$ cat src/rtl/mmio_regbank.sv
// MMIO register bank: output regs, synchronised input levels, sticky rising-edge flags.
// Define IO_DEBOUNCE_EN to add a per-pin stable-count debouncer after the synchroniser.
module mmio_regbank #(
    parameter int          NUM_OUT   = 4,
    parameter int          OUT_W     = 8,
    parameter logic [31:0] OUT_RESET = '0,
    parameter int          IN_W      = 4,
    parameter int          DB_CYC    = 1000
) (
    input  logic                     CLK,
    input  logic                     reset,
    input  logic                     sel,
    input  logic [4:0]               word_addr,
    input  logic [31:0]              wdata,
    input  logic [3:0]               wmask,
    input  logic                     rstrb,
    output logic [31:0]              rdata,
    output logic                     rbusy,
    output logic [NUM_OUT*OUT_W-1:0] out_data,
    input  logic [IN_W-1:0]          in_pins
);

    localparam logic [4:0] IDX_LVL  = 5'(NUM_OUT);
    localparam logic [4:0] IDX_EDGE = 5'(NUM_OUT + 1);

    logic [31:0]      lane_mask;
    logic             wr;
    logic             rd;
    logic [OUT_W-1:0] out_q [NUM_OUT];
    logic [IN_W-1:0]  sync1;
    logic [IN_W-1:0]  sync2;
    logic [IN_W-1:0]  lvl;
    logic [IN_W-1:0]  lvl_q;
    logic [IN_W-1:0]  edge_flags;
    logic [IN_W-1:0]  rise;
    logic [IN_W-1:0]  clr;
    logic [31:0]      rd_val;
    logic             unused_bits;

    always_comb begin
        for (int b = 0; b < 4; b++) begin
            lane_mask[8*b +: 8] = {8{wmask[b]}};
        end
    end

    // A write strobe always suppresses a read issued in the same cycle.
    assign wr = sel & (|wmask);
    assign rd = sel & rstrb & ~(|wmask);

    always_ff @(posedge CLK) begin
        if (reset) begin
            for (int k = 0; k < NUM_OUT; k++) begin
                out_q[k] <= OUT_RESET[OUT_W-1:0];
            end
        end else begin
            for (int k = 0; k < NUM_OUT; k++) begin
                if (wr && word_addr == 5'(k)) begin
                    out_q[k] <= (out_q[k] & ~lane_mask[OUT_W-1:0])
                              | (wdata[OUT_W-1:0] & lane_mask[OUT_W-1:0]);
                end
            end
        end
    end

    for (genvar k = 0; k < NUM_OUT; k++) begin : g_out
        assign out_data[k*OUT_W +: OUT_W] = out_q[k];
    end

    always_ff @(posedge CLK) begin
        if (reset) begin
            sync1 <= '0;
            sync2 <= '0;
            lvl_q <= '0;
        end else begin
            sync1 <= in_pins;
            sync2 <= sync1;
            lvl_q <= lvl;
        end
    end

`ifdef IO_DEBOUNCE_EN
    localparam int CW = $clog2(DB_CYC + 1);

    logic [CW-1:0]   cnt [IN_W];
    logic [IN_W-1:0] lvl_reg;

    // lvl follows sync2 only after it has disagreed for DB_CYC straight cycles.
    always_ff @(posedge CLK) begin
        if (reset) begin
            lvl_reg <= '0;
            for (int i = 0; i < IN_W; i++) begin
                cnt[i] <= '0;
            end
        end else begin
            for (int i = 0; i < IN_W; i++) begin
                if (sync2[i] == lvl_reg[i]) begin
                    cnt[i] <= '0;
                end else if (cnt[i] == CW'(DB_CYC - 1)) begin
                    lvl_reg[i] <= sync2[i];
                    cnt[i]     <= '0;
                end else begin
                    cnt[i] <= cnt[i] + CW'(1);
                end
            end
        end
    end

    assign lvl = lvl_reg;
`else
    assign lvl = sync2;
`endif

    assign rise = lvl & ~lvl_q;
    assign clr  = (wr && word_addr == IDX_EDGE)
                ? (wdata[IN_W-1:0] & lane_mask[IN_W-1:0])
                : '0;

    // A new edge in the same cycle as its W1C keeps the flag set.
    always_ff @(posedge CLK) begin
        if (reset) begin
            edge_flags <= '0;
        end else begin
            edge_flags <= (edge_flags & ~clr) | rise;
        end
    end

    always_comb begin
        rd_val = '0;
        for (int k = 0; k < NUM_OUT; k++) begin
            if (word_addr == 5'(k)) begin
                rd_val[OUT_W-1:0] = out_q[k];
            end
        end
        if (word_addr == IDX_LVL) begin
            rd_val[IN_W-1:0] = lvl;
        end
        if (word_addr == IDX_EDGE) begin
            rd_val[IN_W-1:0] = edge_flags;
        end
    end

    always_ff @(posedge CLK) begin
        if (reset) begin
            rdata <= '0;
            rbusy <= 1'b0;
        end else begin
            rbusy <= rd;
            if (rd) begin
                rdata <= rd_val;
            end
        end
    end

    assign unused_bits = ^{wdata, lane_mask, 32'(DB_CYC)};

endmodule

$ cat config.mk
export PLATFORM = sky130hd
export DESIGN_NAME = mmio_regbank
export DESIGN_NICKNAME = d
export VERILOG_FILES = /design/src/rtl/mmio_regbank.sv
export SDC_FILE = /design/constraint.sdc
export NUM_CORES = 1
export LEC_CHECK = 0
export ABC_AREA = 1
export BUFFER_PORTS_ARGS = -buffer_cell sky130_fd_sc_hd__buf_4
export CAP_MARGIN = 5
export CORE_MARGIN = 1
export CORE_UTILIZATION = 44
export DETAILED_ROUTE_END_ITERATION = 12
export PLACE_DENSITY_LB_ADDON = 0.1
export SLEW_MARGIN = 25
export SYNTH_ARGS = -nofsm -noshare
export SYNTH_HDL_FRONTEND = slang
export SYNTH_SLANG_ARGS = --single-unit
$ cat constraint.sdc
create_clock -name CLK -period 1.7 [get_ports CLK]
set_input_delay 0.17 -clock CLK [delete_from_list [all_inputs] [get_ports CLK]]
set_output_delay 0.17 -clock CLK [all_outputs]
set_load 0.005 [all_outputs]
* Yosys cells after proc, flatten, opt, wreduce, memory -nomap -nowiden
Memories as Yosys holds them, arrays and structs flattened.
Cells that the tools add are included.
** Word-level totals
- Register bits after elaboration :: 25
- Memory bits (writable) :: 32
- Bits of input ports :: 49
- Output and inout bits :: 65
- Word-level logic and storage cells :: 68
- Memories kept :: 1
** Operators by class
- Eq/ne operators :: 5
- Multiplexer cells :: 25
- Bitwise logic cells :: 24
- Reductions and logical operators :: 7
** Memories
- out_q :: depth 4, bits a word 8, read ports 4, clocked after memory_dff 0, write ports 4, RTL line 29 : logic [OUT_W-1:0] out_q [NUM_OUT];
** Operators by type and width (number)
- $mux W8 :: 8
- $and A8 B8 Y8 :: 5
- $or A8 B8 Y8 :: 4
- $mux W1 :: 14
- $and A4 B4 Y4 :: 3
- $mux W4 :: 3
- $eq A5 B2 Y1 const B :: 2
- $eq A5 B3 Y1 const B :: 2
- $not A4 Y4 :: 2
- $not A8 Y8 :: 1
- $eq A5 B1 Y1 const B :: 1
- $logic_and A1 B1 Y1 :: 5
- $logic_not A5 Y1 :: 1
- $or A1 B1 Y1 :: 4
- $or A4 B4 Y4 :: 1
- $reduce_or A4 Y1 :: 1
- $and A1 B1 Y1 :: 3
- $not A1 Y1 :: 1

* Longest topological paths before layout
Gate-level depths: netlist of run 1.
- Word-level depth :: 7
- Depth in mapped cells :: 9

* Worst setup path after synthesis of run 1
OpenSTA, ideal clock, no wires.
- Path kind :: input to register
- Start point :: in word_addr[0]
- End point :: mem out_q[2][0], enable pin
- Setup time :: 0.384 ns
- Arrival :: 1.258 ns
- Required time :: 1.316 ns
- Slack :: 0.058 ns
- Stages on the path :: 4
- Buffers on the path :: 1
- Cell sequence :: buf_6 > inv_2 > nand4_4 > o21ai_0
** RTL lines
- from (decl) :: RTL line 13 : input logic [4:0] word_addr,
- to (decl) :: RTL line 29

==> run metrics, run 1 <==
result of the run=complete, but fails checks; violated checks=design-rule violations; footprint of the flip-flops and latches=0.00146 sq mm; maximum clock frequency=0.883 GHz; via count of the first global-routing pass=2236; data arrival at the endpoint of the critical path=960 ps; Slowest cell on crit path=sky130_fd_sc_hd__edfxtp_1; Die Footprint=0.00708 sq mm; Mapped Avg Cell Area=8.69 sq um; TritonCTS clock tree=done; register containing the most flip-flops in the final layout=out_q; most repeated cell in the gate-level netlist after synthesis=sky130_fd_sc_hd__nor2_1; vias after detailed routing=2429; largest registers in the final layout=out_q x32, rdata x8; kind of end point of the critical path=output port; fraction of synthesis flops using an asynchronous set or reset pin=0; PortBufs=65; proportion of layout cells with a drive suffix above 1=0.284; fin crit period=1130 ps; MaxCap Viol Count=0; initial core utilization=0.462; TritonCTS buffer count=9; worst stage delay on the critical path=450 ps; Inst Count DP=484; maximum clock path buffer count=2; remaining design rule violation count=20; Total Power=3.16 mW; worst path cell trace=buf_4; post-synthesis sequential area ratio=0.492; antenna-violating nets left=0; flop and latch count out of synthesis=57; Power per Cell Area=854 mW/mm^2; Req. time, crit path=1530 ps; post-synthesis instance area=0.00297 sq mm; top cell types by occurrence after synthesis=sky130_fd_sc_hd__nor2_1, sky130_fd_sc_hd__nand2_1, sky130_fd_sc_hd__a21oi_1; worst setup path category=flip-flop to output port; net count reported at finish=467; maximum VDD drop=0.000386 V; Post-CTS Hold Fix Bufs=0; number of cells produced by synthesis=342; hold depth=3; wirelength, routed=6970 um; final instance count without filler cells=500; largest fanout of any net on the critical path=3; weighted congestion at the end of routability-driven global placement=0.796; residual overflow from global routing=0; num rows=29; post-cts sizing count=0; relative area change from synthesis to final layout=24.3%; number of buffer and inverter stages on the critical path=1; largest area contributor in the netlist=sky130_fd_sc_hd__edfxtp_1; final hold viol count=0; detailed-placement wirelength estimate=5230 um; 1st-pass router iterations=8; Util after Layout=0.575; CTS root buffer=sky130_fd_sc_hd__clkbuf_8; I/O pin count=114; Hold Crit Class=primary input to flip-flop; leakage component of the power=1.67 nW; prevailing post-synth register cell=sky130_fd_sc_hd__edfxtp_1; Startpoint Class=flip-flop; area of combinational cells with multiple inputs=0.00117 sq mm; ranking of synthesized cells by area=sky130_fd_sc_hd__edfxtp_1, sky130_fd_sc_hd__dfxtp_1, sky130_fd_sc_hd__nor2_1, sky130_fd_sc_hd__a21oi_1, sky130_fd_sc_hd__buf_4; final clock period utilization by the worst path=0.666; setup repair after global routing missed its margin=false; first-pass GRT wire length=11100 um; Die W=84.2 um; number of buffers added for setup after CTS=0; Placed Area=0.00348 sq mm; clock sink count=57; number of flip-flops in the largest register=32; H-tree level count=3; overall track demand over capacity in global routing=0.210; Core Area=0.00642 sq mm; Final setup viols=0; yosys warns=0; max-slew violation total from the final report=0; Chip Height=84.2 um; DRC marker count from the first detailed-route iteration=166; Layout Skew=7.69 ps; antenna violations before repair=0; Post-synth EDFFs=32; number of diodes=0; clock latency reported for the late side of the worst-skew pair=340 ps; clock-pin slew of the registers on the worst-case setup and hold paths=60 ps; number of filler cells placed in the layout=593; Levels on crit path=1; Fin Setup TNS=0 ps; post-route cell area=0.00369 sq mm; share of Yosys cell area claimed by the top area cell type=0.324; largest net degree at the start of global routing=27; depth of the worst register-to-register path=6; count of distinct cell types in the synthesized netlist=29; routed wirelength normalized by instance count=13.9 um; family with the most delay on the worst path=flip-flops; vias per inst=4.86
-- power by group --
part | internal (mW) | switching (mW)
Combinational | 0.136 | 0.191
Sequential | 1.50 | 0.0342
Clock | 0.744 | 0.549
-- layer usage --
metal  vias up  global-route usage  part of all wire
li1       1217                   -                 -
met1      1105               0.282              0.45
met2        92               0.317              0.46
met3        15              0.0383             0.059
met4         0               0.125             0.027
met5         -                   0                 0
-- placed cells by master (no fill, tap or decap) --
cell type,count
sky130_fd_sc_hd__inv_1,36
sky130_fd_sc_hd__nand4_2,1
sky130_fd_sc_hd__nand2_2,1
sky130_fd_sc_hd__nand3_4,7
sky130_fd_sc_hd__o21ai_0,10
sky130_fd_sc_hd__edfxtp_1,32
sky130_fd_sc_hd__nand2_1,45
sky130_fd_sc_hd__a21oi_1,37
sky130_fd_sc_hd__a41oi_1,1
sky130_fd_sc_hd__clkinv_4,1
sky130_fd_sc_hd__clkbuf_1,1
sky130_fd_sc_hd__clkbuf_16,2
sky130_fd_sc_hd__clkinv_1,1
sky130_fd_sc_hd__o22ai_1,3
sky130_fd_sc_hd__o21ai_1,1
sky130_fd_sc_hd__nor2_1,71
sky130_fd_sc_hd__nor3_4,1
sky130_fd_sc_hd__clkinv_2,2
sky130_fd_sc_hd__nand3_1,8
sky130_fd_sc_hd__nand4_1,8
sky130_fd_sc_hd__a21oi_2,7
sky130_fd_sc_hd__nor2_4,4
sky130_fd_sc_hd__nand4_4,1
sky130_fd_sc_hd__nor2_2,1
sky130_fd_sc_hd__inv_2,4
sky130_fd_sc_hd__buf_12,1
sky130_fd_sc_hd__dfxtp_1,25
sky130_fd_sc_hd__buf_4,76
sky130_fd_sc_hd__inv_4,1
sky130_fd_sc_hd__conb_1,24
sky130_fd_sc_hd__clkbuf_8,10
-- cell families after synthesis --
kind of cell | synth area share
AO/OA/AOI/OAI | 0.111
buffers and inverters | 0.142
AND/OR/NAND/NOR | 0.254
flip-flops | 0.492
other | 0.00126
-- cell type report --
class | count | area share
Clock buffer | 13 | 0.0518
Clock inverter | 3 | 0.00508
Multi-Input combinational cell | 231 | 0.318
Timing Repair Buffer | 77 | 0.160
Inverter | 42 | 0.0434
Tap cell | 77 | 0.0261
Sequential cell | 57 | 0.396
-- through the flow --
| stage | hold WS [ps] | worst slack, ps |
|---|---|---|
| floorplan | 232 | 58.2 |
| global placement | 372 | 207 |
| detailed placement | 376 | 216 |
| CTS | 14.9 | 569 |
| global route | 25.5 | 486 |
| finish | 27.9 | 567 |
-- path summary, 6_finish.rpt --
check         startpoint            to  slack [ps]
max          out_q[2][5]  out_data[21]         570
max reg2reg  out_q[1][1]      rdata[1]         630
min           in_pins[2]      sync1[2]          30
min reg2reg     sync1[2]        lvl[2]         400
No activity file was read; power rests on OpenSTA's default activity.
==> run 2, diff against run 1 <==
==> constraint.sdc (replaced) <==
create_clock -name CLK -period 0.9 [get_ports CLK]
set_input_delay 0.09 -clock CLK [delete_from_list [all_inputs] [get_ports CLK]]
set_output_delay 0.09 -clock CLK [all_outputs]
set_load 0.005 [all_outputs]
==> run 2 against run 1 <==
Effect of this change: the flow finishes with violations (design-rule violations, negative setup slack); non-clock buffer count rose by 72; wire length increased by 25%; count of clock-buffer cells in the layout down 4; worst hold slack better by 140 ps; sequential power is 89% higher; first-iteration DRC count is 8.4% lower; clock skew hardly changed; critical path depth grew 1; combinational power rose to 3.3 times the previous value; worst setup slack got worse by 800 ps; critical endpoint is now out_data[18]; highest routed layer unchanged.
==> run metrics, run 2 (synthesis results as in run 1) <==
setup repair after global routing missed its margin=true (was false); post-route cell area=0.00490 sq mm (was 0.00369 sq mm); register containing the most flip-flops in the final layout=out_q (unchanged); Req. time, crit path=810 ps (was 1530 ps); CTS root buffer=sky130_fd_sc_hd__clkbuf_8 (unchanged); register-to-register setup slack=-220 ps (was 630 ps); Core Area=0.00642 sq mm (unchanged); largest fanout of any net on the critical path=3 (unchanged); final hold viol count=0 (unchanged); leakage component of the power=2.18 nW (was 1.67 nW); depth of the worst register-to-register path=7 (was 6); PortBufs=65 (unchanged); I/O pin count=114 (unchanged); max-slew violation total from the final report=0 (unchanged); residual overflow from global routing=0 (unchanged); weighted congestion at the end of routability-driven global placement=0.829 (was 0.796); antenna-violating nets left=0 (unchanged); sink of the worst hold path=rdata[2] (was sync1[2]); overall track demand over capacity in global routing=0.246 (was 0.210); net count reported at finish=539 (was 467); maximum clock path buffer count=2 (unchanged); 1st-pass router iterations=8 (unchanged); initial core utilization=0.462 (unchanged); most used cells in the layout excluding fill and tap cells=sky130_fd_sc_hd__buf_6, sky130_fd_sc_hd__nor2_1, sky130_fd_sc_hd__buf_4 (was sky130_fd_sc_hd__buf_4, sky130_fd_sc_hd__nor2_1, sky130_fd_sc_hd__nand2_1); Layout Skew=7.92 ps (was 7.69 ps); wirelength, routed=8680 um (was 6970 um); maximum clock frequency=0.879 GHz; Power per Cell Area=1250 mW/mm^2 (was 854 mW/mm^2); kind of end point of the critical path=output port (unchanged); Final setup viols=71 (was 0); H-tree level count=3 (unchanged); largest net degree at the start of global routing=31 (was 27); first-pass GRT wire length=13300 um (was 11100 um); Fin Setup TNS=-9400 ps (was 0 ps); vias after detailed routing=2873 (was 2429); number of diodes=0 (unchanged); data arrival at the endpoint of the critical path=1050 ps (was 960 ps); Critical R2R Capture=rdata[0] (was rdata[1]); hold depth=3 (unchanged); worst setup path category=flip-flop to output port (unchanged); clock latency reported for the late side of the worst-skew pair=340 ps (about the same); maximum VDD drop=0.00108 V (was 0.000386 V); Placed Area=0.00395 sq mm (was 0.00348 sq mm); worst hold path startpoint=reset (was in_pins[2]); Hold Crit Class=primary input to flip-flop (unchanged); vias per inst=5.02 (was 4.86); detailed-placement wirelength estimate=5670 um (was 5230 um); via count of the first global-routing pass=2730 (was 2236); fin crit period=1140 ps; final clock period utilization by the worst path=1.26; Chip Height=84.2 um (unchanged); least setup slack across all paths after layout=-237 ps (was 567 ps); leading cell type in the layout, fill and taps excluded=sky130_fd_sc_hd__buf_6 (was sky130_fd_sc_hd__buf_4); TritonCTS buffer count=9 (unchanged); antenna violations before repair=0 (unchanged); num rows=29 (unchanged); Util after Layout=0.763 (was 0.575); largest registers in the final layout=out_q x32, rdata x8 (unchanged); MaxCap Viol Count=0 (unchanged); relative area change from synthesis to final layout=65.0% (was 24.3%); RR Startpoint=out_q[2][0] (was out_q[1][1]); violated checks=design-rule violations, negative setup slack (was design-rule violations); Die W=84.2 um (unchanged); Die Footprint=0.00708 sq mm (unchanged); Startpoint Class=flip-flop (unchanged); clock-pin slew of the registers on the worst-case setup and hold paths=70 ps (was 60 ps); remaining design rule violation count=14 (was 20); proportion of layout cells with a drive suffix above 1=0.503 (was 0.284); DRC marker count from the first detailed-route iteration=152 (was 166); number of flip-flops in the largest register=32 (unchanged); clock sink count=57 (unchanged); routed wirelength normalized by instance count=15.2 um (was 13.9 um); TritonCTS clock tree=done (unchanged); number of filler cells placed in the layout=423 (was 593); result of the run=complete, but fails checks (unchanged)
[run 2: final cells by class]
| cell class | count | area [sq um] | share of cell area |
|---|---|---|---|
| clock inverter | 7 | 46.3 | 0.00945 |
| tap | 77 | 96.3 | 0.0197 |
| multi-input combinational | 231 | 1440 | 0.294 |
| clock buffer | 9 | 124 | 0.0253 |
| inverter | 42 | 175 | 0.0358 |
| timing repair buffer | 149 | 1550 | 0.316 |
| sequential | 57 | 1470 | 0.300 |
[run 2: timing repair]
action | CTS | global route
resized for setup | 73 | 72
buffers inserted | 23 | 5
hold endpoints to repair | 4 | 0
setup endpoints to repair | 67 | 95
hold buffers | 4 | 0
pin swaps | 26 | 35
[run 2: worst max-delay path: stages, from the launching register on]
cell	delay (ps)
sky130_fd_sc_hd__edfxtp_1	460
sky130_fd_sc_hd__buf_6	150
sky130_fd_sc_hd__buf_6	100
[run 2: layer usage]
layer | track usage | part of all wire | vias to the layer above | routed length (um)
li1 | - | - | 1365 | -
met1 | 0.323 | 0.42 | 1363 | 3690
met2 | 0.395 | 0.49 | 122 | 4230
met3 | 0.0531 | 0.061 | 23 | 531
met4 | 0.107 | 0.028 | 0 | 242
met5 | 0 | 0 | - | 0
[run 2: report_power, final]
part	switching [mW]	leakage [nW]	internal [mW]	total [mW]
sequential	0.0722	0.538	2.84	2.91
clock	1.12	0.0893	0.992	2.12
combinational	0.523	1.55	0.571	1.09
total	1.72	2.18	4.40	6.12
[run 2: worst max path at each step]
| stage | start | to | slack [ps] | cells past startpoint |
|---|---|---|---|---|
| final | out_q[2][2] | out_data[18] | -240 | 2 |
| after global routing | out_q[1][0] | out_data[8] | -270 | 2 |
| after CTS | out_q[1][0] | out_data[8] | -220 | 2 |
| after detailed placement | word_addr[3] | out_q[0][5] | -360 | 5 |
| after global placement | word_addr[3] | out_q[0][4] | -330 | 5 |
| after floorplan | wmask[0] | out_q[0][0] | -160 | 5 |
[run 2: metrics by stage]
step                      hold WS, ps  setup WS (ps)  total power, mW  instances
after floorplan                   152           -160             3.39        365
after global placement            292           -326             3.73        526
after detailed placement          297           -364             3.75        526
after CTS                         168           -219             5.98        568
after global routing              173           -270             6.38        572
final                             168           -237             6.12        572
